`src/rtl/fetch_queue.sv`:
```
// Instruction fetch stage with an in-order prefetch buffer feeding the IF/ID register.
// In-flight fetches are counted so a redirect can discard responses from the abandoned stream.
module fetch_queue #(
    parameter int unsigned DEPTH    = 4,
    parameter logic [31:0] RESET_PC = 32'h0000_0000
) (
    input  logic        clk,
    input  logic        reset,
    output logic        imem_req,
    output logic [31:0] imem_addr,
    input  logic        imem_gnt,
    input  logic        imem_rvalid,
    input  logic [31:0] imem_rdata,
    input  logic        BranchTakenE,
    input  logic [31:0] PCTargetE,
    input  logic        StallD,
    input  logic        FlushD,
    output logic [31:0] InstrD,
    output logic [31:0] PCD,
    output logic [31:0] PCPlus8D,
    output logic        ValidD
);
    localparam int unsigned PTR_W = $clog2(DEPTH);
    localparam int unsigned CNT_W = PTR_W + 1;
    localparam int unsigned SUM_W = CNT_W + 1;

    logic [31:0]      pcf_q, pcf_d;
    logic [31:0]      rsp_pc_q, rsp_pc_d;
    logic [CNT_W-1:0] count_q, count_d;
    logic [CNT_W-1:0] outst_q, outst_d;
    logic [CNT_W-1:0] drop_q, drop_d;
    logic [PTR_W-1:0] rd_ptr_q, rd_ptr_d;
    logic [PTR_W-1:0] wr_ptr_q, wr_ptr_d;
    logic [31:0]      qinstr_q [DEPTH];
    logic [31:0]      qinstr_d [DEPTH];
    logic [31:0]      qpc_q [DEPTH];
    logic [31:0]      qpc_d [DEPTH];
    logic [31:0]      instrd_q, instrd_d;
    logic [31:0]      pcd_q, pcd_d;
    logic             validd_q, validd_d;

    logic [31:0]      target_c;
    logic             room_c, grant_c, push_c, pop_c;

    // Buffered words plus in-flight fetches never exceed DEPTH, so a push always has a slot.
    assign target_c  = PCTargetE & 32'hFFFF_FFFC;
    assign room_c    = (SUM_W'(count_q) + SUM_W'(outst_q)) < SUM_W'(DEPTH);
    assign imem_req  = reset && room_c && !BranchTakenE;
    assign grant_c   = imem_req && imem_gnt;
    assign imem_addr = pcf_q;
    assign InstrD    = instrd_q;
    assign PCD       = pcd_q;
    assign ValidD    = validd_q;
    assign PCPlus8D  = pcd_q + 32'd8;

    always_comb begin
        pcf_d    = pcf_q;
        rsp_pc_d = rsp_pc_q;
        count_d  = count_q;
        outst_d  = outst_q + CNT_W'(grant_c) - CNT_W'(imem_rvalid);
        drop_d   = drop_q;
        rd_ptr_d = rd_ptr_q;
        wr_ptr_d = wr_ptr_q;
        qinstr_d = qinstr_q;
        qpc_d    = qpc_q;
        instrd_d = instrd_q;
        pcd_d    = pcd_q;
        validd_d = validd_q;
        push_c   = 1'b0;
        pop_c    = 1'b0;

        if (grant_c) begin
            pcf_d = pcf_q + 32'd4;
        end

        if (BranchTakenE) begin
            // Everything still in flight, including a response arriving now, is stale.
            pcf_d    = target_c;
            rsp_pc_d = target_c;
            drop_d   = outst_d;
            count_d  = '0;
            rd_ptr_d = '0;
            wr_ptr_d = '0;
            validd_d = 1'b0;
            instrd_d = '0;
        end else begin
            if (imem_rvalid) begin
                if (drop_q != '0) begin
                    drop_d = drop_q - CNT_W'(1);
                end else begin
                    push_c = 1'b1;
                end
            end

            if (FlushD) begin
                validd_d = 1'b0;
                instrd_d = '0;
            end else if (!StallD) begin
                if (count_q != '0) begin
                    pop_c    = 1'b1;
                    instrd_d = qinstr_q[rd_ptr_q];
                    pcd_d    = qpc_q[rd_ptr_q];
                    validd_d = 1'b1;
                end else begin
                    validd_d = 1'b0;
                end
            end

            if (push_c) begin
                qinstr_d[wr_ptr_q] = imem_rdata;
                qpc_d[wr_ptr_q]    = rsp_pc_q;
                wr_ptr_d           = wr_ptr_q + PTR_W'(1);
                rsp_pc_d           = rsp_pc_q + 32'd4;
            end
            if (pop_c) begin
                rd_ptr_d = rd_ptr_q + PTR_W'(1);
            end
            count_d = count_q + CNT_W'(push_c) - CNT_W'(pop_c);
        end
    end

    always_ff @(posedge clk or negedge reset) begin
        if (!reset) begin
            pcf_q    <= RESET_PC;
            rsp_pc_q <= RESET_PC;
            count_q  <= '0;
            outst_q  <= '0;
            drop_q   <= '0;
            rd_ptr_q <= '0;
            wr_ptr_q <= '0;
            qinstr_q <= '{default: '0};
            qpc_q    <= '{default: '0};
            instrd_q <= '0;
            pcd_q    <= '0;
            validd_q <= 1'b0;
        end else begin
            pcf_q    <= pcf_d;
            rsp_pc_q <= rsp_pc_d;
            count_q  <= count_d;
            outst_q  <= outst_d;
            drop_q   <= drop_d;
            rd_ptr_q <= rd_ptr_d;
            wr_ptr_q <= wr_ptr_d;
            qinstr_q <= qinstr_d;
            qpc_q    <= qpc_d;
            instrd_q <= instrd_d;
            pcd_q    <= pcd_d;
            validd_q <= validd_d;
        end
    end

    a_no_push_when_full: assert property (@(posedge clk) disable iff (!reset)
        !(push_c && count_q == CNT_W'(DEPTH)));

endmodule

```
`config.mk`:
```
export PLATFORM = sky130hd
export DESIGN_NAME = fetch_queue
export DESIGN_NICKNAME = d
export VERILOG_FILES = /design/src/rtl/fetch_queue.sv
export SDC_FILE = /design/constraint.sdc
export NUM_CORES = 1
export LEC_CHECK = 0
export ABC_AREA = 1
export CORE_MARGIN = 2
export CORE_UTILIZATION = 55
export CTS_BUF_LIST = sky130_fd_sc_hd__clkbuf_8
export CTS_CLUSTER_SIZE = 12
export DETAILED_ROUTE_END_ITERATION = 12
export DONT_BUFFER_PORTS = 1
export HOLD_SLACK_MARGIN = 0.05
export PLACE_DENSITY = 0.73
export SYNTH_ARGS = -nofsm -noshare
export SYNTH_HDL_FRONTEND = slang
export SYNTH_SLANG_ARGS = --single-unit
```
`constraint.sdc`:
```
create_clock -name clk -period 2.25 [get_ports clk]
set_input_delay 0 -clock clk [delete_from_list [all_inputs] [get_ports clk]]
set_output_delay 0 -clock clk [all_outputs]
set_load 0.05 [all_outputs]
```
==> insert_results.sql, run 1 <==
INSERT INTO impl_metrics (metric_group, metric, value, unit) VALUES
('clocking', 'clock_sink_count', '384', ''),
('setup_path', 'worst-setup-path-type', 'reg -> reg', ''),
('logic_synthesis', 'post_synth_instance_area', '0.0187', 'mm²'),
('global_route', 'globalRouteTotalUtil', '0.303', ''),
('layout', 'filler_cell_count', '2693', ''),
('timing', 'hold_violations', '459', ''),
('floorplanning', 'io_pins', '201', ''),
('logic_synthesis', 'synthesized_netlist_cell_count', '2335', ''),
('global_route', 'grt_antenna_before_repair', '0', ''),
('floorplanning', 'design.core.area', '0.0335', 'mm²'),
('timing', 'final.min_clock_period', '2610', 'ps'),
('clocking', 'clk_latency', '590', 'ps'),
('placement', 'place.port_buffers', '0', ''),
('clocking', 'cts-buffers-inserted', '66', ''),
('timing', 'max-slew-margin-rel', '0.231', ''),
('run_status', 'run_status', 'finished, violations left', ''),
('clocking', 'clockRootBuffer', 'sky130_fd_sc_hd__clkbuf_8', ''),
('timing', 'timing.hold.ws', '-895', 'ps'),
('routing', 'remaining_drc_errors', '0', ''),
('routing', 'drt_pre_antenna_iters', '8', ''),
('placement', 'detailedPlacementHpwl', '33.7', 'mm'),
('logic_synthesis', 'postSynthRegisterBits', '384', ''),
('setup_path', 'start_kind', 'flop', ''),
('routing', 'wl_per_cell', '17.9', 'µm'),
('placement', 'placement.cell_area', '0.0197', 'mm²'),
('timing', 'timing.final.ws_setup', '-359', 'ps'),
('floorplanning', 'die_width', '188', 'µm'),
('worst_hold_path', 'min-delay-path-class', 'in -> async', ''),
('timing', 'grt_setup_unrepaired', 'true', ''),
('layout', 'ff_latch_area', '0.00961', 'mm²'),
('setup_path', 'crit_required', '2760', 'ps'),
('timing', 'finalClockSkew', '27.8', 'ps'),
('run_status', 'violations', 'hold timing, setup timing', ''),
('run', 'timing.max_cap.violations', '0', ''),
('floorplanning', 'row_count', '67', ''),
('floorplanning', 'die_outline_height', '188', 'µm'),
('global_route', 'overflow', '0', ''),
('logic_synthesis', 'yosys_warning_total', '0', ''),
('floorplanning', 'design.die.area', '0.0355', 'mm²'),
('layout', 'final_area', '0.0226', 'mm²'),
('setup_path', 'end_kind', 'flop', ''),
('routing', 'routed-via-count', '17400', ''),
('routing', 'avgViaCountPerCell', '5.75', ''),
('setup_path', 'timing.critical_path.arrival', '3120', 'ps'),
('logic_synthesis', 'synth_xor_xnor_area_share', '0.0192', ''),
('floorplanning', 'start_util', '0.557', ''),
('clocking', 'tritoncts', 'done', ''),
('logic_synthesis', 'yosys-mux-area-fraction', '0', ''),
('power', 'worst_ir_drop_vdd', '0.000981', 'V'),
('routing', 'drt.antenna.violating_nets', '0', ''),
('timing', 'count_of_final_setup_violators', '9', ''),
('setup_path', 'worst-path-max-fanout', '2', ''),
('layout', 'multi_input_area', '0.00803', 'mm²'),
('timing', 'tightest_slew', '1150', 'ps'),
('logic_synthesis', 'synth-compound-area-share', '0.153', ''),
('power', 'static-leakage-power', '10.9', 'nW'),
('layout', 'mostFrequentLayoutCells', 'sky130_fd_sc_hd__nand2_1 (621), sky130_fd_sc_hd__dfrtp_1 (383), sky130_fd_sc_hd__o21ai_0 (255)', ''),
('layout', 'antenna-diode-count', '0', ''),
('logic_synthesis', 'yosys.area_share.simple', '0.229', ''),
('placement', 'globalplace.congestion', '0.980', ''),
('logic_synthesis', 'synthesis.area_per_instance', '8.01', 'µm²'),
('logic_synthesis', 'synth_adder_area_share', '0.0122', ''),
('routing', 'totalWireLength', '54.2', 'mm'),
('global_route', 'largest_net_degree_at_the_start_of_global_routing', '386', ''),
('layout', 'area_growth', '21.1', '%'),
('placement', 'preCtsSetupSlack', '-296', 'ps'),
('setup_path', 'startpoint', 'outst_q[2]', ''),
('logic_synthesis', 'yosysUniqueCellTypes', '44', ''),
('clocking', 'clkTransAtPathRegs', '60', 'ps'),
('timing', 'final_min_period_over_clock_period', '1.16', ''),
('timing', 'setup_total_negative_slack', '-876', 'ps');
## through the flow
| step | total power [mW] | utilization | cells |
|---|---|---|---|
| after global placement | 18.3 | 0.589 | 2779 |
| after floorplan | 15.9 | - | 2340 |
| after detailed placement | 18.6 | 0.589 | 2779 |
| after global routing | 26.9 | 0.675 | 3021 |
| final | 25.6 | 0.675 | 3021 |
| after CTS | 25.3 | 0.667 | 3007 |
## sequential cells by signal (all words and copies together) (netlist names), 2 cells and up
name,count
rd_ptr_q,2
wr_ptr_q,2
outst_q,3
qpc_q,120
PCD,30
qinstr_q,128
count_q,3
rsp_pc_q,30
drop_q,3
InstrD,32
imem_addr,30
## area by class of cell
class,instances,area share
well taps,448,0.0248
clock inverters,22,0.00525
multi-input cells,1653,0.355
repair buffers,255,0.109
inverters,173,0.0290
clock buffers,86,0.0523
flip-flops and latches,384,0.425
## worst max-delay path: stages (launching register included)
cell                      delay, ps
sky130_fd_sc_hd__dfrtp_1        400
sky130_fd_sc_hd__ha_1           290
sky130_fd_sc_hd__nor2_1         100
sky130_fd_sc_hd__nand2_1        120
sky130_fd_sc_hd__nor3_4         150
sky130_fd_sc_hd__nand2_2        100
sky130_fd_sc_hd__ha_4           270
sky130_fd_sc_hd__inv_2           30
sky130_fd_sc_hd__ha_4           140
sky130_fd_sc_hd__fa_2           350
sky130_fd_sc_hd__xnor2_2        140
sky130_fd_sc_hd__xor2_1         230
sky130_fd_sc_hd__a21oi_1        100
sky130_fd_sc_hd__a21oi_1        120
## synthesized netlist by cell type (all sizes together)
library cell	n	area share
nand2	631	0.13
o21ai	442	0.12
dfrtp	384	0.51
nor2	226	0.046
inv	172	0.035
nand3	125	0.033
buf	75	0.027
o22ai	64	0.021
clkbuf	56	0.011
xor2	39	0.018
nor3	32	0.011
a21oi	18	0.0048
nand4	18	0.0060
ha	15	0.010
o211ai	9	0.0036
or2	5	0.0017
nand3b	3	0.0012
o31ai	3	0.0012
a31oi	2	0.00067
fa	2	0.0021
o21a	2	0.00080
o21bai	2	0.00080
xnor2	2	0.00094
a21boi	1	0.00040
a21o	1	0.00040
and2	1	0.00033
and3	1	0.00033
clkinv	1	0.00020
conb	1	0.00020
nor4	1	0.00033
o221ai	1	0.00047
## power by group
part / internal [mW] / leakage, nW / switching (mW)
clock network: 3.50 / 0.731 / 2.77
logic: 3.17 / 5.06 / 6.31
registers: 8.49 / 5.09 / 1.35
## timing repair
action / CTS / global route
hold buffers: 115 / 3
gates resized for setup: 30 / 40
setup endpoints to repair: 19 / 57
hold endpoints to repair: 682 / 463
buffers inserted: 4 / 12
cloned: 1 / 0
pin swaps: 8 / 11
## final timing paths
kind / endpoint / slack (ps) / depth (start not counted)
max in group asynchronous: qpc_q[47] / 2180 / 0
min in group clk: count_q[1] / -510 / 1
setup reg to reg: drop_q[2] / -360 / 13
hold / removal: qinstr_q[15] / -900 / 0
setup / recovery: drop_q[2] / -360 / 13
hold reg to reg: qinstr_q[55] / 480 / 2
## logic make-up after synthesis
group,after synthesis
AO/OA/AOI/OAI,545
buffers and inverters,304
AND/OR/NAND/NOR,1043
other,1
adder cells (fa/ha/maj),17
flip-flops,384
XOR/XNOR,41
## per-layer routing
metal	GRT usage	vias to the layer above	wire [µm]
met3	0.0635	132	4940
li1	-	8031	-
met1	0.416	8362	22700
met5	0	-	0
met4	0.109	0	1500
met2	0.478	850	25000
(Power assumes the default switching activity.)
==> inputs of run 2 (changes only) <==
- MAX_ROUTING_LAYER: default -> met4
- PLACE_DENSITY: 0.73 -> default
- PLACE_DENSITY_LB_ADDON: default -> 0.12
- SKIP_CTS_REPAIR_TIMING: default -> 1
==> insert_results.sql, run 2 (same netlist as run 1, synthesis figures left out) <==
INSERT INTO impl_metrics (metric_group, metric, value, unit) VALUES
('timing', 'maxClockFrequency', '399', 'MHz'),
('routing', 'wl_per_cell', '18.0', 'µm'),
('setup_path', 'max_stage_delay', '380', 'ps'),
('clocking', 'tritoncts', 'done', ''),
('clocking', 'htreeDepth', '3', ''),
('clocking', 'clock_sink_count', '384', ''),
('routing', 'drt_pre_antenna_iters', '7', ''),
('global_route', 'largest_net_degree_at_the_start_of_global_routing', '386', ''),
('run', 'timing.max_cap.violations', '0', ''),
('run_status', 'run_status', 'finished, violations left', ''),
('power', 'power.clock.fraction', '0.254', ''),
('clocking', 'clockRootBuffer', 'sky130_fd_sc_hd__clkbuf_8', ''),
('timing', 'finalMaxSlewViolations', '0', ''),
('power', 'power.combinational.fraction', '0.365', ''),
('layout', 'top_register', 'qinstr_q', ''),
('setup_path', 'crit_slowest_cell', 'sky130_fd_sc_hd__dfrtp_1', ''),
('clocking', 'clkTransAtPathRegs', '60', 'ps'),
('floorplanning', 'row_count', '67', ''),
('global_route', 'grt_first_pass_wirelength', '84.2', 'mm'),
('placement', 'place.port_buffers', '0', ''),
('layout', 'mostFrequentLayoutCell', 'sky130_fd_sc_hd__nand2_1', ''),
('global_route', 'overflow', '0', ''),
('power', 'fin_total_pwr', '25.8', 'mW'),
('power', 'power.share.sequential', '0.381', ''),
('setup_path', 'critical_path.cell_chain', 'ha_1, nor2_1, nand2_2, nor3_4, nand2_2, ha_4, inv_2, ha_4, fa_2, xnor2_2, xor2_1, a21oi_1, a21oi_1', ''),
('timing', 'max-slew-margin-rel', '0.494', ''),
('timing', 'grt_setup_unrepaired', 'true', ''),
('timing', 'count_of_final_setup_violators', '3', ''),
('global_route', 'globalRouteTotalUtil', '0.306', ''),
('floorplanning', 'die_outline_height', '188', 'µm'),
('routing', 'drt.antenna.violating_nets', '0', ''),
('setup_path', 'worst-setup-path-type', 'reg -> reg', ''),
('placement', 'detailedPlacementHpwl', '34.3', 'mm'),
('setup_path', 'crit_required', '2810', 'ps'),
('timing', 'timing.final.ws_setup', '-259', 'ps'),
('setup_path', 'r2r-start', 'count_q[2]', ''),
('timing', 'hold_violations', '384', ''),
('routing', 'initialDrtViolationCount', '1658', ''),
('timing', 'final_min_period_over_clock_period', '1.11', ''),
('setup_path', 'ff2ff_path_depth', '13', ''),
('routing', 'avgViaCountPerCell', '5.64', ''),
('global_route', 'gr-usage-met3', '0.0739', ''),
('placement', 'preCtsSetupSlack', '-245', 'ps'),
('routing', 'routed-via-count', '16900', ''),
('setup_path', 'timing.critical_path.arrival', '3070', 'ps'),
('power', 'worst_ir_drop_vdd', '0.00121', 'V'),
('setup_path', 'start_kind', 'flop', ''),
('timing', 'timing.hold.ws', '-937', 'ps'),
('floorplanning', 'io_pins', '201', ''),
('setup_path', 'worst_r2r_endpoint', 'drop_q[2]', ''),
('setup_path', 'end_kind', 'flop', ''),
('layout', 'area_growth', '19.8', '%'),
('global_route', 'grt_antenna_before_repair', '1', ''),
('timing', 'finalClockSkew', '30.8', 'ps'),
('power', 'static-leakage-power', '10.8', 'nW'),
('clocking', 'clk_latency', '630', 'ps'),
('clocking', 'clock_path_buffers', '3', ''),
('power', 'switching_power', '10.6', 'mW'),
('floorplanning', 'design.core.area', '0.0335', 'mm²'),
('global_route', 'met2_demand_to_capacity_share_in_global_routing', '0.447', ''),
('setup_path', 'worst-path-max-fanout', '2', ''),
('global_route', 'global_route.usage.met1', '0.428', ''),
('timing', 'tightest_slew', '756', 'ps'),
('routing', 'remaining_drc_errors', '0', ''),
('placement', 'globalplace.congestion', '1.01', ''),
('global_route', 'number_of_global_route_vias_before_repair', '15400', ''),
('layout', 'finish.net_count', '2588', ''),
('layout', 'fraction_of_layout_instances_using_a_drive_strength_above_1', '0.124', ''),
('global_route', 'grt_busiest_layer', 'met2', ''),
('timing', 'final.min_clock_period', '2510', 'ps'),
('setup_path', 'reg2reg_setup_slack', '-260', 'ps'),
('layout', 'mostFrequentLayoutCells', 'sky130_fd_sc_hd__nand2_1 (619), sky130_fd_sc_hd__dfrtp_1 (377), sky130_fd_sc_hd__o21ai_0 (255)', ''),
('clocking', 'cts-buffers-inserted', '68', ''),
('routing', 'totalWireLength', '53.9', 'mm'),
('power', 'power.switching_fraction', '0.411', ''),
('floorplanning', 'start_util', '0.557', ''),
('run_status', 'violations', 'hold timing, setup timing', ''),
('power', 'power.internal', '15.2', 'mW'),
('floorplanning', 'design.die.area', '0.0355', 'mm²'),
('layout', 'max_reg_flops', '128', ''),
('power', 'power_density', '1150', 'mW/mm²'),
('floorplanning', 'die_width', '188', 'µm'),
('worst_hold_path', 'min-delay-path-class', 'in -> async', '');
-- run 2: cell count changes in the layout (fill, tap and decap cells not counted), sizes merged --
cell / previous run / this run
dlygate4sd3: 116 / 84
clkinv: 4 / 9
dlymetal6s4s: 2 / 0
clkinvlp: 2 / 1
diode: 0 / 1
inv: 188 / 189
nor3: 33 / 32
-- run 2: power groups by stage --
stage / logic [mW] / clock network [mW] / registers, mW
floorplan: 4.93 / 0 / 11.0
global placement: 8.63 / 0 / 9.81
detailed placement: 8.75 / 0 / 9.87
CTS: 8.78 / 6.69 / 9.76
global route: 10.3 / 7.00 / 10.0
finish: 9.43 / 6.56 / 9.85
-- run 2: per-stage QoR --
stage | cells | area (µm²) | util | TNS [ps]
5_1_grt | 2992 | 22400 | 0.668 | -1600
3_3_place_gp | 2779 | 19700 | 0.589 | -260
3_5_place_dp | 2779 | 19700 | 0.589 | -423
6_report | 2992 | 22400 | 0.668 | -599
2_1_floorplan | 2340 | 18800 | - | -2020
4_1_cts | 2892 | 21100 | 0.630 | -2330
-- run 2: worst max-delay path: cells and delay by family, from the launching register on --
family | cells | cell delay [ps]
xor gates and xnor gates | 2 | 340
buffers and inverters | 1 | 30
and+or+nand+nor | 4 | 430
AOI/OAI and AO/OA | 2 | 210
DFF | 1 | 380
adders and majority gates | 4 | 1040
-- run 2: area by class of cell --
type	count	area (µm²)
fillers	2882	11100
flip-flops and latches	384	9620
multi-input cells	1652	8040
repair buffers	221	2140
clock buffers	86	1180
inverters	173	657
well taps	448	561
clock inverters	27	199
diodes	1	2.50
-- run 2: worst max path at each step --
stage                     from            to  slack (ps)  depth (start not counted)
finish              count_q[2]     drop_q[2]        -260                         13
global route        count_q[2]     drop_q[2]        -380                         13
detailed placement  count_q[2]     drop_q[2]        -250                         13
global placement    count_q[2]     drop_q[2]        -190                         13
CTS                     PCD[4]  PCPlus8D[25]        -280                          7
floorplan           count_q[2]     drop_q[2]        -630                         13
-- run 2: layer usage --
layer | vias up | part of all wire
li1 | 7985 | -
met1 | 8124 | 0.44
met2 | 665 | 0.46
met3 | 97 | 0.079
met4 | 0 | 0.022
met5 | - | 0
